==> src/rtl/crypto1_pkg.sv <==
// rtl/crypto1_pkg.sv - Crypto1 NLF constants, preimage lookup function and enumerator state type
package crypto1_pkg;

   localparam logic [15:0] NLF_FN = 16'h9E98;

   typedef enum logic [1:0] {IDLE, RUN, DRAIN} nlf_enum_st_e;

   // k-th ascending nibble n with fn[n] == b; only meaningful when fn has exactly 8 ones
   function automatic logic [3:0] nlf_pre(input logic [15:0] fn, input logic b, input logic [2:0] k);
      logic [3:0] res;
      int         cnt;
      res = 4'd0;
      cnt = 0;
      for (int n = 0; n < 16; n++) begin
         if (fn[n] == b) begin
            if (cnt == int'(k)) res = 4'(n);
            cnt++;
         end
      end
      return res;
   endfunction

endpackage

==> src/rtl/nlf_preimage_lut.sv <==
// rtl/nlf_preimage_lut.sv - maps (target bit, preimage index) to a filter nibble
module nlf_preimage_lut
   import crypto1_pkg::*;
#(
   parameter logic [15:0] FN = NLF_FN
) (
   input  logic       BIT,
   input  logic [2:0] IDX,
   output logic [3:0] NIB
);

   assign NIB = nlf_pre(FN, BIT, IDX);

endmodule

==> src/rtl/nlf_enum_ctrl.sv <==
// rtl/nlf_enum_ctrl.sv - sequencer streaming every NLF preimage word for a target bit vector
module nlf_enum_ctrl
   import crypto1_pkg::*;
#(
   parameter int          NNIB = 5,
   parameter logic [15:0] FN   = NLF_FN
) (
   input  logic                CLK,
   input  logic                RESETn,
   input  logic                START,
   input  logic [NNIB-1:0]     TARGET,
   input  logic                ABORT,
   output logic                BUSY,
   output logic                CAND_VALID,
   input  logic                CAND_READY,
   output logic [4*NNIB-1:0]   CAND,
   output logic                CAND_LAST,
   output logic                DONE,
   output logic [3*NNIB:0]     COUNT
);

   localparam int          IW       = 3 * NNIB;
   localparam logic [IW:0] RUN_SIZE = {1'b1, {IW{1'b0}}};

   if ($countones(FN) != 8) begin : g_fn_check
      $error("nlf_enum_ctrl: FN must have exactly 8 ones");
   end

   nlf_enum_st_e      st;
   logic [NNIB-1:0]   target_q;
   logic [IW-1:0]     idx;
   logic [4*NNIB-1:0] cand_map;
   logic              xfer;
   logic              load;
   logic              idx_last;

   assign xfer     = CAND_VALID & CAND_READY;
   assign load     = !CAND_VALID | CAND_READY;
   assign idx_last = &idx;
   assign BUSY     = (st != IDLE);

   for (genvar i = 0; i < NNIB; i++) begin : g_lut
      nlf_preimage_lut #(.FN(FN)) u_lut (
         .BIT (target_q[i]),
         .IDX (idx[3*i +: 3]),
         .NIB (cand_map[4*i +: 4])
      );
   end

   always_ff @(posedge CLK) begin
      if (!RESETn) begin
         st         <= IDLE;
         target_q   <= '0;
         idx        <= '0;
         CAND       <= '0;
         CAND_VALID <= 1'b0;
         CAND_LAST  <= 1'b0;
         DONE       <= 1'b0;
         COUNT      <= '0;
      end else begin
         DONE <= 1'b0;
         // a transfer in an ABORT cycle still counts, so this sits outside the state case
         if (xfer && COUNT != RUN_SIZE) COUNT <= COUNT + {{IW{1'b0}}, 1'b1};
         case (st)
            IDLE: begin
               if (START && !ABORT) begin
                  target_q <= TARGET;
                  idx      <= '0;
                  COUNT    <= '0;
                  st       <= RUN;
               end
            end
            RUN: begin
               if (ABORT) begin
                  CAND_VALID <= 1'b0;
                  CAND_LAST  <= 1'b0;
                  st         <= IDLE;
               end else if (load) begin
                  CAND       <= cand_map;
                  CAND_VALID <= 1'b1;
                  CAND_LAST  <= idx_last;
                  if (idx_last) st <= DRAIN;
                  else          idx <= idx + {{(IW-1){1'b0}}, 1'b1};
               end
            end
            DRAIN: begin
               if (ABORT) begin
                  CAND_VALID <= 1'b0;
                  CAND_LAST  <= 1'b0;
                  st         <= IDLE;
               end else if (xfer) begin
                  CAND_VALID <= 1'b0;
                  CAND_LAST  <= 1'b0;
                  DONE       <= 1'b1;
                  st         <= IDLE;
               end
            end
            default: st <= IDLE;
         endcase
      end
   end

endmodule

==> config.mk <==
export PLATFORM = sky130hd
export DESIGN_NAME = nlf_enum_ctrl
export DESIGN_NICKNAME = d
export VERILOG_FILES = /design/src/rtl/crypto1_pkg.sv /design/src/rtl/nlf_preimage_lut.sv /design/src/rtl/nlf_enum_ctrl.sv
export SDC_FILE = /design/constraint.sdc
export NUM_CORES = 1
export LEC_CHECK = 0
export ABC_CLOCK_PERIOD_IN_PS = 2570
export CAP_MARGIN = 10
export CORE_ASPECT_RATIO = 0.9
export CORE_MARGIN = 1
export CORE_UTILIZATION = 53
export DETAILED_ROUTE_END_ITERATION = 10
export DONT_BUFFER_PORTS = 1
export PLACE_DENSITY_LB_ADDON = 0.2
export SYNTH_ARGS = -nofsm -noshare
export SYNTH_HDL_FRONTEND = slang
export SYNTH_HIERARCHICAL = 1
export SYNTH_SLANG_ARGS = --single-unit
==> constraint.sdc <==
create_clock -name CLK -period 2.57 [get_ports CLK]
set_input_delay 0.1285 -clock CLK [delete_from_list [all_inputs] [get_ports CLK]]
set_output_delay 0.1285 -clock CLK [all_outputs]
set_load 0.02 [all_outputs]
After elaboration in Yosys (flattened, before gate mapping)
Cells that the tools add are included.
{"block": "word_totals", "regBits": 61, "latch_bits": 0, "ramBits": 0, "romBits": 0, "elab_cells": 434, "memories": 0}
{"block": "classes", "add_sub_neg": 72, "mul": 0, "div_mod_pow": 0, "magnitude_cmp": 0, "n_eq_ne": 85, "shifts": 0, "n_mux": 249, "bitwise_logic": 5, "n_reduce_logical": 15}
{"operator": "== test 32 x 4 -> 1 bit", "count": 70}
{"operator": "two-way mux 32 bit", "count": 70}
{"operator": "adder 32 x 2 -> 32 bit (second input constant)", "count": 65}
{"operator": "two-way mux 4 bit", "count": 140}
{"operator": "two-way mux 15 bit", "count": 4}
{"operator": "two-way mux 16 bit", "count": 3}
{"operator": "one-hot mux 15 bit (2 select lines)", "count": 1}
{"operator": "two-way mux 1 bit", "count": 22}
{"operator": "adder 16 x 1 -> 16 bit (second input constant)", "count": 1}
{"operator": "!= test 16 bit (second input constant)", "count": 1}
{"operator": "adder 15 x 1 -> 15 bit (second input constant)", "count": 1}
{"operator": "== test 1 x 3 -> 1 bit", "count": 5}
{"operator": "AND reduction 15 bit", "count": 1}
{"operator": "two-way mux 2 bit", "count": 6}
{"operator": "adder 1 x 1 -> 2 bit (second input constant)", "count": 5}
{"operator": "!= test 3 bit (second input constant)", "count": 3}
{"operator": "!= test 2 bit (second input constant)", "count": 4}
{"operator": "one-hot mux 2 bit (3 select lines)", "count": 1}
{"operator": "AND reduction 3 bit", "count": 2}
{"operator": "nonzero test 2 bit", "count": 3}
{"operator": "AND reduction 5 bit", "count": 1}
{"operator": "one-hot mux 1 bit (2 select lines)", "count": 2}
{"operator": "AND reduction 4 bit", "count": 1}
{"operator": "NOT 1 bit", "count": 3}
{"operator": "other kinds (9)", "count": 11}

Logic depth before layout (Yosys ltp)
{"block": "logic_depth", "ltp_word": 32, "mapped_depth": 8, "ltp_nobuf": 7}

Hierarchy
Netlist, hierarchy kept.
{"mod": "nlf_enum_ctrl", "instances": 1, "cells_per_inst": 336, "area_each_um2": 2753.9, "seq_area_each_um2": 1221.2}
{"mod": "nlf_preimage_lut", "instances": 5, "cells_per_inst": 32, "area_each_um2": 221.5, "seq_area_each_um2": 0.0}

Worst setup path after synthesis
No wires, ideal clock.
{"block": "synth_path", "kind": "register to register", "startpoint": "register idx[7]", "endpoint": "register idx[5]", "arrival_time_ns": 1.690, "path_slack_ns": 0.779, "path_stages_with_launch": 7, "n_path_buf": 1, "synth_period_minus_slack_ns": 1.791, "cell_sequence": "dfxtp_1 -> nand4_1 -> or4_4 -> a21oi_4 -> buf_6 -> o21ai_1 -> o41ai_1"}
{"block": "synth_via", "elab_chain_len": 3}
{"item": "start: declaration", "line": "nlf_enum_ctrl.sv:31", "text": "logic [IW-1:0] idx;"}
{"item": "start signal: assignment", "line": "nlf_enum_ctrl.sv:83", "text": "else idx <= idx + {{(IW-1){1'b0}}, 1'b1};"}
{"item": "AND reduction 15 bit", "line": "nlf_enum_ctrl.sv:39", "text": "assign idx_last = &idx;"}
{"item": "!= test 2 bit (no source line)"}
{"item": "AND reduction 5 bit (no source line)"}
No other way between the ends.
A chain may end at the register's enable or synchronous reset.

Final worst setup path
{"block": "layout_path", "startpoint": "register CAND_VALID", "endpoint": "register idx[5]"}
{"block": "layout_via", "elab_chain_len": 4}
{"item": "start: declaration", "line": "nlf_enum_ctrl.sv:14", "text": "output logic CAND_VALID,"}
{"item": "start signal: assignment", "line": "nlf_enum_ctrl.sv:56", "text": "CAND_VALID <= 1'b0;"}
{"item": "start signal: assignment", "line": "nlf_enum_ctrl.sv:75", "text": "CAND_VALID <= 1'b0;"}
{"item": "start signal: assignment", "line": "nlf_enum_ctrl.sv:80", "text": "CAND_VALID <= 1'b1;"}
{"item": "zero test 1 bit", "line": "nlf_enum_ctrl.sv:38", "text": "assign load = !CAND_VALID | CAND_READY;"}
{"item": "OR 1 bit", "line": "nlf_enum_ctrl.sv:38"}
{"item": "!= test 2 bit (no source line)"}
{"item": "AND reduction 5 bit (no source line)"}
No other way between the ends.

==> results_dict.tcl <==
set metrics [dict create \
    hold_viol 0 \
    grt_pass1_wl_mm 15.52 \
    final_core_util_pct 60.11 \
    pin_count 50 \
    path_buf_inv 1 \
    port_buffers 0 \
    rsz0062_at_grt "no" \
    synthSimpleGateAreaFrac_pct 33.96 \
    finalSetupViolCount 0 \
    p_sw_share_pct 24.56 \
    rows 29 \
    place_ws_ps 711.9 \
    cts_tree "yes" \
    vias 3595 \
    synthFlopType "dfxtp_1" \
    final_common_cell "nand2_1" \
    place_area_mm2 0.003929 \
    r2r_cells 5 \
    final_antenna_net_count 0 \
    clk_path_buf_depth 2 \
    max_freq_mhz 530.0 \
    cp.arrival_ps 2130 \
    die_y_um 82.98 \
    hold-worst-slack_ps 51.75 \
    die_w_um 91.97 \
    synthToLayoutAreaGrowth_pct 9.592 \
    syn_area_mm2 0.003861 \
    power.internal_mw 1.554 \
    critPathSlowestCell "dfxtp_1" \
    power_mw 2.060 \
    tns_ps 0 \
    dp_hpwl_mm 6.031 \
    synth_edf_count 0 \
    synthXorXnorAreaFrac_pct 3.402 \
    layout_common_cells "nand2_1, dfxtp_1, a21oi_1" \
    ys_types 58 \
    worst_setup_path_start_kind "register" \
    syn_nets 514 \
    ir_worst_vdd_mv 0.2677 \
    synth-seq-area-share_pct 31.63 \
    vias_per_cell 5.942 \
    core_mm2 0.007039 \
    avgSynthCellArea_um2 7.785 \
    skew_ps 5.365 \
    die-area_mm2 0.007631 \
    path_cells "nor2b_4, nor3_2, buf_4, nand4_2, o41ai_1" \
    num_antenna_cells 0 \
    synthArstFlopShare_pct 0 \
    place_inst 581 \
    cp_max_fo 18 \
    grt-ovfl-total 0 \
    p_leak_nw 1.590 \
    worstMarginPinSlew_ps 560.3 \
    finalWirelength_mm 9.152 \
    layout_min_cycle_time_ps 1887 \
    p_comb_share_pct 7.2 \
    timing.final.ws_setup_ps 683.3 \
    fill_cells 661 \
    min_path_cells 2 \
    status "finished clean" \
    stdcell_area_mm2 0.004232 \
    p_clk_share_pct 45.5 \
    grt_use_total_pct 24.91 \
    drt_pre_antenna_iters 5 \
    initial_core_util_pct 54.85 \
    critPathKind "reg2reg" \
    relSlewSlack_pct 62.36 \
    cts_made_buffers 9 \
    cpPeakStageDelay_ps 450 \
    syn_inst 496 \
    worst_ep_required_time_ps 2810 \
    synth_compound_area_share_pct 22.49 \
    powerDensity_mw_per_mm2 486.8 \
    grt_max_degree 24 \
    cts_resized 0 \
    ys_ff_latch 61 \
    hp-class "in2reg" \
    final_cells 605 \
    end_kind "register" \
    seq_power_share_pct 47.3 \
    slew_viol_final 0 \
    grt_pass1_vias 3277 \
    synthMuxAreaShare_pct 0 \
    crit_cells 5 \
    drc 0 \
    num-nets-final 526 \
    drt_iter0_drc 176 \
    antenna_found_initial 0 \
    clkTransAtPathRegs_ps 70 \
    yosys_warnings 6 \
    final_layout_size_suffix_gt1_share_pct 11.52 \
    clock_latency_ps 350 \
    yosys.area_share.adder_pct 2.592 \
    avgRoutedWirePerCell_um 15.13 \
    post-route-period-util_pct 73.41 \
    clock-sinks 61 \
    gp_congestion 0.8343 \
    power.switching_mw 0.5059 \
    cts_max_level 3 \
    cap_violations 0 \
    synth_top_family_by_area "simple AND/OR/NAND/NOR gates" \
    critPathTopFamily "simple AND/OR/NAND/NOR gates" \
    cts_root_buf "clkbuf_8" \
]
[worst register-to-register path: stages, from the launching register on]
cell     delay [ps]
dfxtp_1         450
nor2b_4         200
nor3_2          190
buf_4           290
nand4_2         310
o41ai_1         340
[metal layers]
layer,part of all wire [%],track usage (%),wire length (µm)
met5,0,0,0
met4,1.3,7.386,121
met3,5.9,8.059,536
met2,47,37.52,4256
met1,46,33.86,4237
[state kept, by name, summed over array words and instances, names as in the netlist]
signal / count
COUNT: 16
st: 2
CAND: 20
DONE: 1
idx: 15
target_q: 5
CAND_VALID: 1
CAND_LAST: 1
[cells by family (layout without fill, tap and decap cells)]
logic type,count (synthesis),after routing
and+or+nand+nor,232,232
DFF,61,61
AOI/OAI and AO/OA,143,143
adders and majority gates,8,8
buffers and inverters,37,53
xor gates and xnor gates,15,15
[cell type report]
class,instances,area (µm²),share of cell area [%]
repair buffers,28,232.7,5.500
well taps,93,116.4,2.750
inverters,10,37.54,0.8870
clock inverters,6,88.84,2.099
clock buffers,9,123.9,2.927
flip-flops and latches,61,1221,28.86
multi-input cells,398,2411,56.98
[cell usage after synthesis (6+ instances only)]
| cell type | count | area [µm²] |
|---|---|---|
| buf_6 | 7 | 78.83 |
| and3_1 | 8 | 50.05 |
| a31oi_1 | 11 | 68.82 |
| buf_4 | 8 | 60.06 |
| o21ai_0 | 12 | 60.06 |
| o21ai_1 | 30 | 150.1 |
| dfxtp_1 | 61 | 1221 |
| a21oi_1 | 48 | 240.2 |
| o22ai_1 | 6 | 37.54 |
| nor3b_1 | 7 | 52.55 |
| nor3_1 | 9 | 45.04 |
| nand3_1 | 14 | 70.07 |
| nand2_1 | 77 | 289.0 |
| clkbuf_1 | 9 | 33.78 |
| nor2b_1 | 13 | 81.33 |
| xor2_1 | 11 | 96.34 |
| nand4_1 | 7 | 43.79 |
| and2_1 | 6 | 37.54 |
| nor2_1 | 38 | 142.6 |
| inv_1 | 10 | 37.54 |
| o211ai_1 | 7 | 52.55 |
| and2b_1 | 10 | 75.07 |
| ha_1 | 8 | 100.1 |
[power by group through the flow]
| stage | Sequential [mW] | Clock, mW | Combinational (mW) |
|---|---|---|---|
| after floorplan | 0.990 | 0 | 0.114 |
| after global placement | 0.995 | 0 | 0.133 |
| after detailed placement | 0.995 | 0 | 0.137 |
| after global routing | 0.976 | 1.00 | 0.165 |
| after CTS | 0.974 | 0.962 | 0.147 |
| final | 0.974 | 0.938 | 0.148 |
[final timing paths]
| check | from | slack, ps | to |
|---|---|---|---|
| min | RESETn | 50 | COUNT[10]$_SDFF_PN0_ |
| max reg2reg | CAND_VALID$_SDFFE_PN0P_ | 680 | idx[5]$_SDFFE_PN0P_ |
| max | CAND_VALID$_SDFFE_PN0P_ | 680 | idx[5]$_SDFFE_PN0P_ |
| min reg2reg | idx[12]$_SDFFE_PN0P_ | 540 | idx[12]$_SDFFE_PN0P_ |
[what timing repair did]
action,CTS,global route
hold endpoints to repair,8,0
hold buffers,9,0
setup buffers,0,0
(Power assumes the default switching activity.)
